## src/rtl/ej32_mb8_arb.sv

```systemverilog
// ej32_mb8_arb: arbiter and burst sequencer for the 8-bit SPRAM bus.
// Shares the bus between the boot loader (bt), load/store unit (ls) and
// instruction fetch (fe). One requester owns the bus for a burst of
// 1..4 consecutive byte addresses; read bytes return one cycle later.
// Optional feature: define EJ32_ARB_RR_EN for round-robin between ls and
// fe (bt always keeps top priority). Without it, ls strictly beats fe.
module ej32_mb8_arb #(
  parameter int ASZ     = 17,
  parameter bit BT_LOCK = 1'b1
) (
  input  logic           clk,
  input  logic           rst,
  input  logic           bt_req,
  input  logic           bt_we,
  input  logic [1:0]     bt_len,
  input  logic [ASZ-1:0] bt_a,
  input  logic [7:0]     bt_d,
  output logic           bt_gnt,
  output logic           bt_vld,
  input  logic           ls_req,
  input  logic           ls_we,
  input  logic [1:0]     ls_len,
  input  logic [ASZ-1:0] ls_a,
  input  logic [7:0]     ls_d,
  output logic           ls_gnt,
  output logic           ls_vld,
  input  logic           fe_req,
  input  logic           fe_we,
  input  logic [1:0]     fe_len,
  input  logic [ASZ-1:0] fe_a,
  input  logic [7:0]     fe_d,
  output logic           fe_gnt,
  output logic           fe_vld,
  output logic [1:0]     beat,
  output logic [7:0]     rdata,
  output logic [ASZ-1:0] mem_a,
  output logic           mem_we,
  output logic [7:0]     mem_vi,
  input  logic [7:0]     mem_vo,
  output logic [1:0]     owner,
  output logic           busy
);

  typedef enum logic [1:0] {S_IDLE, S_BURST, S_GAP} state_t;
  typedef enum logic [1:0] {OWN_NONE, OWN_BT, OWN_LS, OWN_FE} own_t;

  state_t         state_q, state_d;
  own_t           owner_q, pick;
  logic [ASZ-1:0] addr_q, sel_a;
  logic [1:0]     len_q, sel_len, beat_q;
  logic           we_q, sel_we, load;
  logic [2:0]     vld_q;

`ifdef EJ32_ARB_RR_EN
  // Last ls/fe winner: 1 = fe won last, 0 = ls won last.
  logic last_fe_q;

  // Remember which of ls/fe took the most recent grant; bt grants leave it alone.
  always_ff @(posedge clk or posedge rst) begin
    if (rst) begin
      last_fe_q <= 1'b1;
    end else if (load && pick == OWN_LS) begin
      last_fe_q <= 1'b0;
    end else if (load && pick == OWN_FE) begin
      last_fe_q <= 1'b1;
    end
  end
`endif

  // Priority pick among the current requests: bt first, then ls vs fe.
  always_comb begin
    pick = OWN_NONE;
    if (bt_req) begin
      pick = OWN_BT;
    end else if (ls_req && fe_req) begin
`ifdef EJ32_ARB_RR_EN
      pick = last_fe_q ? OWN_LS : OWN_FE;
`else
      pick = OWN_LS;
`endif
    end else if (ls_req) begin
      pick = OWN_LS;
    end else if (fe_req) begin
      pick = OWN_FE;
    end
  end

  // Burst parameters of the picked requester, ready to be latched.
  always_comb begin
    sel_a   = '0;
    sel_len = 2'd0;
    sel_we  = 1'b0;
    case (pick)
      OWN_BT: begin sel_a = bt_a; sel_len = bt_len; sel_we = bt_we; end
      OWN_LS: begin sel_a = ls_a; sel_len = ls_len; sel_we = ls_we; end
      OWN_FE: begin sel_a = fe_a; sel_len = fe_len; sel_we = fe_we; end
      default: ;
    endcase
  end

  // Next-state logic: arbitrate in IDLE, count beats in BURST, and let a
  // still-requesting bt owner chain straight from GAP into a new burst.
  always_comb begin
    state_d = state_q;
    load    = 1'b0;
    case (state_q)
      S_IDLE: begin
        if (pick != OWN_NONE) begin
          state_d = S_BURST;
          load    = 1'b1;
        end
      end
      S_BURST: begin
        if (beat_q == len_q) state_d = S_GAP;
      end
      S_GAP: begin
        if (BT_LOCK && owner_q == OWN_BT && bt_req) begin
          state_d = S_BURST;
          load    = 1'b1;
        end else begin
          state_d = S_IDLE;
        end
      end
      default: state_d = S_IDLE;
    endcase
  end

  // State, latched burst parameters, beat counter and read-valid pipeline.
  always_ff @(posedge clk or posedge rst) begin
    if (rst) begin
      state_q <= S_IDLE;
      owner_q <= OWN_NONE;
      addr_q  <= '0;
      len_q   <= 2'd0;
      we_q    <= 1'b0;
      beat_q  <= 2'd0;
      vld_q   <= 3'b000;
    end else begin
      state_q <= state_d;
      if (load) begin
        owner_q <= pick;
        addr_q  <= sel_a;
        len_q   <= sel_len;
        we_q    <= sel_we;
      end else if (state_d == S_IDLE) begin
        owner_q <= OWN_NONE;
      end
      if (state_q == S_BURST && state_d == S_BURST) begin
        beat_q <= beat_q + 2'd1;
      end else begin
        beat_q <= 2'd0;
      end
      vld_q <= {bt_gnt, ls_gnt, fe_gnt} & {3{~we_q}};
    end
  end

  // Bus drive: only during BURST does the owner see grants and reach SPRAM.
  always_comb begin
    bt_gnt = 1'b0;
    ls_gnt = 1'b0;
    fe_gnt = 1'b0;
    mem_a  = '0;
    mem_we = 1'b0;
    mem_vi = 8'd0;
    if (state_q == S_BURST) begin
      mem_a  = addr_q + ASZ'(beat_q);
      mem_we = we_q;
      case (owner_q)
        OWN_BT: begin bt_gnt = 1'b1; mem_vi = bt_d; end
        OWN_LS: begin ls_gnt = 1'b1; mem_vi = ls_d; end
        OWN_FE: begin fe_gnt = 1'b1; mem_vi = fe_d; end
        default: ;
      endcase
    end
  end

  assign bt_vld = vld_q[2];
  assign ls_vld = vld_q[1];
  assign fe_vld = vld_q[0];
  assign beat   = beat_q;
  assign rdata  = mem_vo;
  assign owner  = owner_q;
  assign busy   = (state_q == S_BURST);

endmodule

```

## config.mk

```make
export PLATFORM = sky130hd
export DESIGN_NAME = ej32_mb8_arb
export DESIGN_NICKNAME = d
export VERILOG_FILES = /design/src/rtl/ej32_mb8_arb.sv
export SDC_FILE = /design/constraint.sdc
export NUM_CORES = 1
export LEC_CHECK = 0
export CORE_MARGIN = 2
export CORE_UTILIZATION = 37
export DETAILED_ROUTE_END_ITERATION = 8
export GPL_TIMING_DRIVEN = 0
export PLACE_DENSITY = 0.81
export SLEW_MARGIN = 40
export SYNTH_ARGS = -nofsm -noshare
export SYNTH_HDL_FRONTEND = slang
export SYNTH_SLANG_ARGS = --single-unit
export TNS_END_PERCENT = 10
```

## constraint.sdc

```tcl
create_clock -name clk -period 2.2 [get_ports clk]
set_clock_uncertainty 0.2 [all_clocks]
set_input_delay 0.22 -clock clk [delete_from_list [all_inputs] [get_ports clk]]
set_output_delay 0.22 -clock clk [all_outputs]
set_load 0.02 [all_outputs]
```

# Word level (Yosys, flattened, before mapping)
# Cells that the tools add are included.
op_classes:
  reduce_logical: 7
  n_bitwise: 2
  muxes: 27
  add_sub_neg: 2
  n_eq_ne: 10
ops:
  columns: ["op", "n"]
  rows:
  - ["case mux 17 bit (3 select lines)", 1]
  - ["case mux 8 bit (3 select lines)", 1]
  - ["2-to-1 mux 2 bit", 9]
  - ["adder 17 x 2 -> 17 bit", 1]
  - ["2-to-1 mux 17 bit", 1]
  - ["case mux 2 bit (3 select lines)", 2]
  - ["== test 2 bit, second input constant", 5]
  - ["2-to-1 mux 1 bit", 10]
  - ["== test 2 x 1 -> 1 bit, second input constant", 4]
  - ["2-to-1 mux 8 bit", 1]
  - ["logical NOT 2 bit", 2]
  - ["nonzero test 2 bit", 2]
  - ["bitwise AND 3 bit", 1]
  - ["logical AND 1 bit", 3]
  - ["case mux 1 bit (3 select lines)", 1]
  - ["adder 2 x 1 -> 2 bit, second input constant", 1]
  - ["== test 2 bit", 1]
  - ["case mux 1 bit (2 select lines)", 1]
  - ["NOT 1 bit", 1]
totals:
  elab_cells: 55
  register_bits: 29
  input_bits: 97
  output_inout_bits: 45

# Longest topological paths before layout
# Gate-level depths: netlist (run 1).
depth:
  word_depth: 10
  mapped_depth: 6
  depth_no_buf: 5

# Least setup slack after synthesis (run 1)
# Ideal clock, no wire load.
synth_path:
  path_type: "register -> output"
  from: "register beat_q[0], in the netlist beat[0]"
  to: "output mem_a[14]"
  required_ns: 1.780
  n_path_buf: 1
  arrival_time_ns: 2.002
  setup_slack_ns: -0.222
  stages_incl_launch_ff: 7
  cell_sequence: "dfrtp_1 > ha_1 > fa_1 > clkbuf_1 > nand3_1 > or3_2 > a21oi_1"
synth_via:
  elab_chain_cells: 2
synth_rtl:
  columns: ["item", "line_no", "rtl"]
  rows:
  - ["start, declared", "50", "logic [1:0] len_q, sel_len, beat_q;"]
  - ["start signal, assigned", "149", "beat_q <= beat_q + 2'd1;"]
  - ["adder 17 x 2 -> 17 bit", "166", "mem_a = addr_q + ASZ'(beat_q);"]
  - ["2-to-1 mux 17 bit", "165", "if (state_q == S_BURST) begin"]
  - ["end, declared", "36", "output logic [ASZ-1:0] mem_a,"]
# No other way between the ends.

# Final worst setup path (run 1)
layout_path:
  from: "register beat_q[0], in the netlist beat[0]"
  to: "output mem_a[16]"
# The elaborated chain is that of the path after synthesis.

==> results of run 1 <==
## report_power, final
part	total, µW	internal, µW	switching [µW]
Clock	471	253	218
Sequential	1090	782	310
Combinational	2610	1280	1330
Total	4170	2320	1850
## what timing repair did
item	CTS	global route
resized for setup	108	39
hold endpoints to repair	0	0
pin swaps	8	9
setup endpoints to repair	29	38
buffers inserted	6	3
## per-layer routing
| metal | global-route usage, % | up-vias | wire length, µm |
|---|---|---|---|
| met1 | 25.71 | 1193 | 2944 |
| met2 | 41.05 | 139 | 3727 |
| met4 | 10.00 | 0 | 209 |
| met3 | 4.674 | 17 | 751 |
| li1 | - | 1252 | - |
| met5 | 0 | - | 0 |
## kinds of logic after synthesis
logic type,after synthesis
buffers and inverters,32
and+or+nand+nor,101
adders and majority gates,3
xor gates and xnor gates,12
muxes,28
AOI/OAI and AO/OA,66
DFF,29
## stage by stage
step | cells | hold WS, ns
floorplan | 271 | 0.09797
global placement | 478 | 0.2550
detailed placement | 478 | 0.2652
CTS | 492 | 0.1446
global route | 495 | 0.1807
finish | 495 | 0.1185
## worst max-delay path by stage
| stage | slack [ns] | end |
|---|---|---|
| CTS | -0.23 | mem_a[16] |
| finish | -0.21 | mem_a[16] |
| global placement | -0.65 | mem_a[15] |
| detailed placement | -0.68 | mem_a[15] |
| global route | -0.28 | mem_a[16] |
| floorplan | -0.04 | mem_a[15] |
## cells in the mapped netlist (3+ instances only)
cell,count
a21oi_1,22
nand4_1,3
o21ai_0,24
dfrtp_1,29
clkbuf_1,15
nand3_1,7
inv_1,4
nand2_1,27
nor2_1,25
buf_4,9
a22oi_1,14
nor3_1,5
and2_1,3
xor2_1,11
nand2b_1,3
or4_1,3
mux2_2,28
and3b_1,14
nor2b_1,3
## worst register-to-register path: cells and delay by family, from the launching register on
kind / cells / cell delay (ns)
AOI/OAI and AO/OA: 2 / 0.26
buffers and inverters: 1 / 0.33
DFF: 1 / 0.45
muxes: 1 / 0.37
and+or+nand+nor: 1 / 0.13
## sequential cells by signal, summed over array words and instances, names as in the netlist
name,cells
addr_q,17
beat,2
len_q,2
owner,2
state_q,2
vld_q,3
we_q,1
## cell type report
| cell class | count | area (µm²) | share of cell area, % |
|---|---|---|---|
| clock inverter | 2 | 13.76 | 0.3485 |
| sequential | 29 | 732.0 | 18.54 |
| clock buffer | 6 | 82.58 | 2.091 |
| inverter | 4 | 15.01 | 0.3802 |
| timing repair buffer | 141 | 1336 | 33.84 |
| tap | 75 | 93.84 | 2.376 |
| buffer | 28 | 177.7 | 4.499 |
| multi-input combinational | 210 | 1498 | 37.93 |
==> impl_metrics.toml, run 1 <==
[place]
dp_slack_ns = -0.6820
port_buffers = 132
postPlaceCellArea_um2 = 3726
gp_congestion = 0.7907
dpl.hpwl_um = 5810

[cells_and_area]
area_growth_pct = 73.41
fin_area_um2 = 3949
drive_gt1_share_pct = 27.14
antenna_cells = 0
nets = 519
fillers = 496
most-common-layout-cells = "103 x clkdlybuf4s50_1, 28 x mux2_2, 27 x nand2_1"
layout_commonest_cell = "clkdlybuf4s50_1"
fin_util_pct = 66.69

[global_route]
grt_overflow = 0
grt_pass1_vias = 2525
grt_pass1_wl_um = 11590
antenna_found_initial = 0
grt_max_degree = 30
grt_usage_pct = 22.76

[floorplan]
start_util_pct = 38.46
dieHeight_um = 82.45
rows = 28
die_w_um = 82.45
ios = 142
core_area_um2 = 5921
dieArea_um2 = 6798

[detailed_routing]
wl_um = 7633
avgRoutedWirePerCell_um = 15.42
drtIter0Drc = 149
vias = 2601
route.detailed.drc = 0
firstDrtPassIters = 6
vias_per_cell = 5.255
postRouteAntennaNets = 0

[logic_synthesis]
synthFlopType = "dfrtp_1"
muxShareOfSynthArea_pct = 13.85
avgSynthCellArea_um2 = 8.403
netlist_instances = 271
synthesis.area_um2 = 2277
synthXorXnorAreaFrac_pct = 4.615
ys_types = 35
yosys_warnings = 0
synth_top_area_share_pct = 31.87
yosys.area.top_type = "dfrtp_1"
synth-seq-cells = 29
synth-simple-area-share_pct = 24.23
synth_area_leaders = "dfrtp_1 32%, mux2_2 14%, and3b_1 5.4%"
synth_compound_area_share_pct = 16.59
ys_seq_area_share_pct = 31.87
synth_edf_count = 0
syn_nets = 371
synthArstFlopShare_pct = 100.0
synth_top_family_by_area = "simple AND/OR/NAND/NOR gates"
synthAdderAreaFrac_pct = 1.978

[hold_path]
hold_path.class = "primary input to asynchronous set/reset pin"

[setup_path]
worstSetupPathType = "flop to output port"
cpPeakStageDelay_ns = 0.43
arrival_ns = 1.99
critPathCaptureType = "output port"
reg2reg_depth = 5
r2r-start = "owner[1]$_DFFE_PP0P_"
rr_endpoint = "addr_q[0]$_DFFE_PP0P_"
cp_num_buf_inv = 2
cp.depth = 7
worstSetupStartpoint = "beat[0]$_DFF_PP0_"
cp.required_ns = 1.78
cp_cell_sequence = "ha_4 > fa_2 > buf_8 > nand3_4 > or4_4 > a21oi_4 > buf_6"
cp-start-kind = "flop"
path_max_fanout = 7
cpMaxStageDelayCell = "or4_4"
path_delay_family = "simple AND/OR/NAND/NOR gates"
r2r_slack_ns = 0.34

[power]
total_power_uw = 4170
p_leak_uw = 0.001742
vdd_drop_max_mv = 0.5881
power.density_nw_per_um2 = 1056

[flow_run]
drv_cap = 0

[sta]
finalHoldViolations = 0
setup-tns-final_ns = -1.593
worst_pin_slew_ns = 0.6026
timing.final.ws_setup_ns = -0.2109
final_max_slew_viol_count = 0
period_minus_slack_ns = 2.411
slew_headroom_pct = 59.77
period_share_pct = 109.6
clock.fmax_mhz = 414.8
rsz0062_at_grt = "true"
setup_viol = 12

[run_status]
violations = "negative setup slack"
status = "complete, but fails checks"

[clock_tree]
cts_buffers = 5
htree_levels = 2
clk_pin_slew_ns = 0.07
clk_latency_ns = 0.29
clockBufferDepth = 2
cts_hold_buf = 0
clock-sinks = 29
cts_tree = "built"
root_buffer = "clkbuf_8"
(Power assumes the default switching activity.)
==> run 2, diff against run 1 <==
--- a/config.mk
+++ b/config.mk
@@ -9,6 +9,7 @@
 export CORE_UTILIZATION = 37
 export DETAILED_ROUTE_END_ITERATION = 8
 export GPL_TIMING_DRIVEN = 0
+export MAX_ROUTING_LAYER = met4
 export PLACE_DENSITY = 0.81
 export SLEW_MARGIN = 40
 export SYNTH_ARGS = -nofsm -noshare
==> impl_metrics.toml, run 2 (synthesized netlist as in run 1, its figures left out) <==
[cells_and_area]
largest_register_ff_count = 17
regArea_um2 = 732.0
nets = 518
fillers = 498
most-common-layout-cells = "103 x clkdlybuf4s50_1, 28 x mux2_2, 26 x nand2_1"
top_register = "addr_q"
antenna_cells = 0
area_growth_pct = 73.02
fin_cells = 494
layout_commonest_cell = "clkdlybuf4s50_1"
drive_gt1_share_pct = 27.21
reg_top3 = "addr_q x17, vld_q x3"
multi_input_area_um2 = 1500

[power]
clockPowerShare_pct = 11.3
internal-power_uw = 2302
p_sw_uw = 1856
power_frac_seq_pct = 26.4
switching_share_pct = 44.64
power.density_nw_per_um2 = 1055
p_leak_uw = 0.001739
comb_power_share_pct = 62.3
vdd_drop_max_mv = 0.5929

[setup_path]
path_max_fanout = 7
reg2reg_depth = 5
r2r_slack_ns = 0.33
r2r-start = "owner[1]$_DFFE_PP0P_"
cp-start-kind = "flop"
arrival_ns = 1.99
cp.required_ns = 1.78
critPathCaptureType = "output port"
worstSetupPathType = "flop to output port"
rr_endpoint = "addr_q[15]$_DFFE_PP0P_"

[clock_tree]
clockBufferDepth = 2
root_buffer = "clkbuf_8"
cts_hold_buf = 0
htree_levels = 2
clk_pin_slew_ns = 0.07
clock-sinks = 29
cts_buffers = 5
clk_latency_ns = 0.29
cts_tree = "built"

[floorplan]
dieArea_um2 = 6798
rows = 28
ios = 142
core_area_um2 = 5921
dieHeight_um = 82.45
die_w_um = 82.45
start_util_pct = 38.46

[run_status]
violations = "negative setup slack"
status = "complete, but fails checks"

[global_route]
grt_overflow = 0
antenna_found_initial = 0
grt_max_degree = 30
grt_usage_pct = 23.45
grt_pass1_wl_um = 11600
grt_pass1_vias = 2530

[sta]
rsz0062_at_grt = "true"
period_share_pct = 109.8
setup_viol = 13
clock.fmax_mhz = 414.1
final_max_slew_viol_count = 0
finalHoldViolations = 0
whs_ns = 0.1192
slew_headroom_pct = 59.97
timing.final.ws_setup_ns = -0.2147
period_minus_slack_ns = 2.415
setup-tns-final_ns = -1.562
worst_pin_slew_ns = 0.5996

[detailed_routing]
avgRoutedWirePerCell_um = 15.50
postRouteAntennaNets = 0
firstDrtPassIters = 4
route.detailed.drc = 0
vias = 2606
vias_per_cell = 5.275
wl_um = 7659
drtIter0Drc = 108

[hold_path]
hold_path.class = "primary input to asynchronous set/reset pin"

[place]
dpl.hpwl_um = 5810
port_buffers = 132
placed_cells = 478
gp_congestion = 0.8018

[flow_run]
drv_cap = 0
-- run 2: changes by cell type in the layout (fill, tap and decap cells not counted) --
cell     change
buf_6        -1
nand2_1      -1
nand2_2      +1
o21ai_0      +1
o21ai_1      -1
-- run 2: worst max-delay path, cell delays in order (launching register included) --
cell     delay (ns)
dfrtp_2        0.40
ha_4           0.15
fa_2           0.22
buf_8          0.14
nand3_4        0.07
or4_4          0.43
a21oi_4        0.16
buf_6          0.13
-- run 2: through the flow --
step / power, µW / area, µm² / utilization, % / setup WS (ns)
2_1_floorplan: 2468 / 2311 / - / -0.03529
3_5_place_dp: 3509 / 3726 / 62.93 / -0.6820
4_1_cts: 4050 / 3909 / 66.02 / -0.2338
3_3_place_gp: 3420 / 3726 / 62.93 / -0.6464
5_1_grt: 4397 / 3940 / 66.55 / -0.2837
6_report: 4158 / 3940 / 66.55 / -0.2147
-- run 2: timing repair --
item,4_1_cts,5_1_grt
pin swaps,8,4
hold endpoints to repair,0,0
resized for setup,108,38
endpoints found under the setup margin,29,38
setup buffers,6,2
-- run 2: layout make-up --
cell class / count / share of cell area (%)
Timing Repair Buffer: 140 / 33.63
Multi-Input combinational cell: 210 / 38.08
Inverter: 4 / 0.3811
Clock buffer: 6 / 2.096
Tap cell: 75 / 2.382
Clock inverter: 2 / 0.3493
Sequential cell: 29 / 18.58
Buffer: 28 / 4.509
-- run 2: how the worst max path moves through the flow --
| stage | from | end | slack [ns] | cells past startpoint |
|---|---|---|---|---|
| 6_report | beat[0]$_DFF_PP0_ | mem_a[16] | -0.21 | 7 |
| 4_1_cts | addr_q[0]$_DFFE_PP0P_ | mem_a[16] | -0.23 | 7 |
| 3_3_place_gp | beat[1]$_DFF_PP0_ | mem_a[15] | -0.65 | 6 |
| 5_1_grt | addr_q[7]$_DFFE_PP0P_ | mem_a[16] | -0.28 | 5 |
| 2_1_floorplan | beat[1]$_DFF_PP0_ | mem_a[15] | -0.04 | 5 |
| 3_5_place_dp | beat[1]$_DFF_PP0_ | mem_a[15] | -0.68 | 6 |
-- run 2: layer usage --
| metal | global-route usage, % | vias up | share of wire, % |
|---|---|---|---|
| met1 | 26.19 | 1191 | 39 |
| met4 | 10.00 | 0 | 2.9 |
| met5 | - | - | 0 |
| met3 | 3.913 | 19 | 9.3 |
| met2 | 41.21 | 149 | 49 |
| li1 | - | 1247 | - |
-- run 2: power groups by stage --
stage / sequential, µW / clock (µW) / combinational [µW]
global route: 1130 / 502 / 2770
detailed placement: 1080 / 0 / 2430
floorplan: 1050 / 0 / 1420
finish: 1100 / 470 / 2590
global placement: 1050 / 0 / 2370
CTS: 1070 / 473 / 2500
==> run 3, diff against run 2 <==
--- a/config.mk
+++ b/config.mk
@@ -5,8 +5,10 @@
 export SDC_FILE = /design/constraint.sdc
 export NUM_CORES = 1
 export LEC_CHECK = 0
-export CORE_MARGIN = 2
+export CORE_ASPECT_RATIO = 0.6
+export CORE_MARGIN = 3
 export CORE_UTILIZATION = 37
+export CTS_CLUSTER_SIZE = 24
 export DETAILED_ROUTE_END_ITERATION = 8
 export GPL_TIMING_DRIVEN = 0
 export MAX_ROUTING_LAYER = met4
==> impl_metrics.toml, run 3 (synthesized netlist as in run 1, its figures left out) <==
[run_status]
status = "complete, but fails checks"
violations = "negative setup slack"

[power]
total_power_uw = 4125
comb_power_share_pct = 62.6
vdd_drop_max_mv = 0.6944
p_leak_uw = 0.001723
switching_share_pct = 44.53
power.density_nw_per_um2 = 1044
p_sw_uw = 1837
power_frac_seq_pct = 26.2
clockPowerShare_pct = 11.2
internal-power_uw = 2288

[sta]
clock.fmax_mhz = 420.7
slew_headroom_pct = 57.49
final_max_slew_viol_count = 0
setup-tns-final_ns = -2.002
whs_ns = 0.1513
rsz0062_at_grt = "true"
timing.final.ws_setup_ns = -0.1769
worst_pin_slew_ns = 0.6368
period_minus_slack_ns = 2.377
setup_viol = 23
finalHoldViolations = 0
period_share_pct = 108.0

[place]
gp_congestion = 0.8138
port_buffers = 132
placed_cells = 483
postPlaceCellArea_um2 = 3732
dpl.hpwl_um = 6347

[setup_path]
worstSetupPathType = "flop to output port"
worstSetupStartpoint = "addr_q[0]$_DFFE_PP0P_"
cp.required_ns = 1.78
cp-start-kind = "flop"
cpMaxStageDelayCell = "or4_4"
cpPeakStageDelay_ns = 0.43
arrival_ns = 1.96
r2r-start = "owner[1]$_DFFE_PP0P_"
cp_cell_sequence = "ha_4 > fa_2 > buf_8 > nand3_2 > or4_4 > a21oi_4 > buf_6"
critPathCaptureType = "output port"
rr_endpoint = "addr_q[7]$_DFFE_PP0P_"
reg2reg_depth = 5
path_max_fanout = 7
r2r_slack_ns = 0.37

[clock_tree]
cts_hold_buf = 0
root_buffer = "clkbuf_8"
clock-sinks = 29
clk_pin_slew_ns = 0.07
clockBufferDepth = 2
htree_levels = 2
cts_tree = "built"
cts_buffers = 5
clk_latency_ns = 0.28

[detailed_routing]
drtIter0Drc = 129
vias_per_cell = 5.161
firstDrtPassIters = 4
route.detailed.drc = 0
postRouteAntennaNets = 0
vias = 2601
wl_um = 8260
avgRoutedWirePerCell_um = 16.39

[cells_and_area]
antenna_cells = 0
fin_area_um2 = 3951
area_growth_pct = 73.52
layout_commonest_cell = "clkdlybuf4s50_1"
drive_gt1_share_pct = 25.94
fin_cells = 504
most-common-layout-cells = "104 x clkdlybuf4s50_1, 28 x mux2_2, 26 x nand2_1"
largest_register_ff_count = 17
reg_top3 = "addr_q x17, vld_q x3"
top_register = "addr_q"
nets = 523

[floorplan]
dieArea_um2 = 7163
dieHeight_um = 66.77
die_w_um = 107.3
core_area_um2 = 5754
start_util_pct = 39.57
rows = 21
ios = 142

[global_route]
grt_max_degree = 30
grt_pass1_vias = 2532
antenna_found_initial = 0
grt_usage_pct = 23.37
grt_pass1_wl_um = 12640
grt_overflow = 0

[hold_path]
hold_path.class = "primary input to asynchronous set/reset pin"

[flow_run]
drv_cap = 0
-- run 3: power by group through the flow --
stage                     clock network (µW)  registers (µW)  logic [µW]
after CTS                                461            1070        2490
final                                    463            1080        2580
after detailed placement                   0            1080        2430
after global placement                     0            1060        2390
after floorplan                            0            1050        1420
after global routing                     494            1120        2770
-- run 3: metal layers --
metal	global-route usage (%)	routed length [µm]	vias to the layer above
li1	-	-	1268
met1	32.00	3807	1232
met3	4.937	566	9
met5	-	0	-
met2	36.29	3813	92
met4	4.147	73	0
-- run 3: what timing repair did --
item | in CTS | in global routing
pin swaps | 9 | 5
resized for setup | 113 | 9
buffers inserted | 6 | 7
setup endpoints to repair | 31 | 31
-- run 3: area by class of cell --
| class | instances | area, µm² |
|---|---|---|
| fill | 467 | 1803 |
| multi-input combinational | 210 | 1483 |
| timing repair buffer | 145 | 1356 |
| sequential | 29 | 733.2 |
| buffer | 28 | 173.9 |
| tap | 80 | 100.1 |
| clock buffer | 8 | 90.09 |
| inverter | 4 | 15.01 |
-- run 3: worst max-delay path by stage --
stage	endpoint	slack, ns	depth (start not counted)
after floorplan	mem_a[15]	-0.04	5
after global placement	mem_a[15]	-0.67	6
after detailed placement	mem_a[15]	-0.72	6
after CTS	mem_a[16]	-0.18	7
after global routing	mem_a[16]	-0.25	5
final	mem_a[16]	-0.18	7
-- run 3: through the flow --
| step | util [%] | setup slack (ns) |
|---|---|---|
| floorplan | - | -0.03529 |
| global placement | 64.86 | -0.6708 |
| CTS | 67.58 | -0.1834 |
| detailed placement | 64.86 | -0.7189 |
| global route | 68.67 | -0.2488 |
| finish | 68.67 | -0.1769 |
-- run 3: critical path, delay by kind of cell (launching register included) --
family	cells	cell delay (ns)
AND/OR/NAND/NOR	2	0.51
buffers and inverters	2	0.26
AO/OA/AOI/OAI	1	0.14
adder cells (fa/ha/maj)	2	0.37
flip-flops	1	0.39
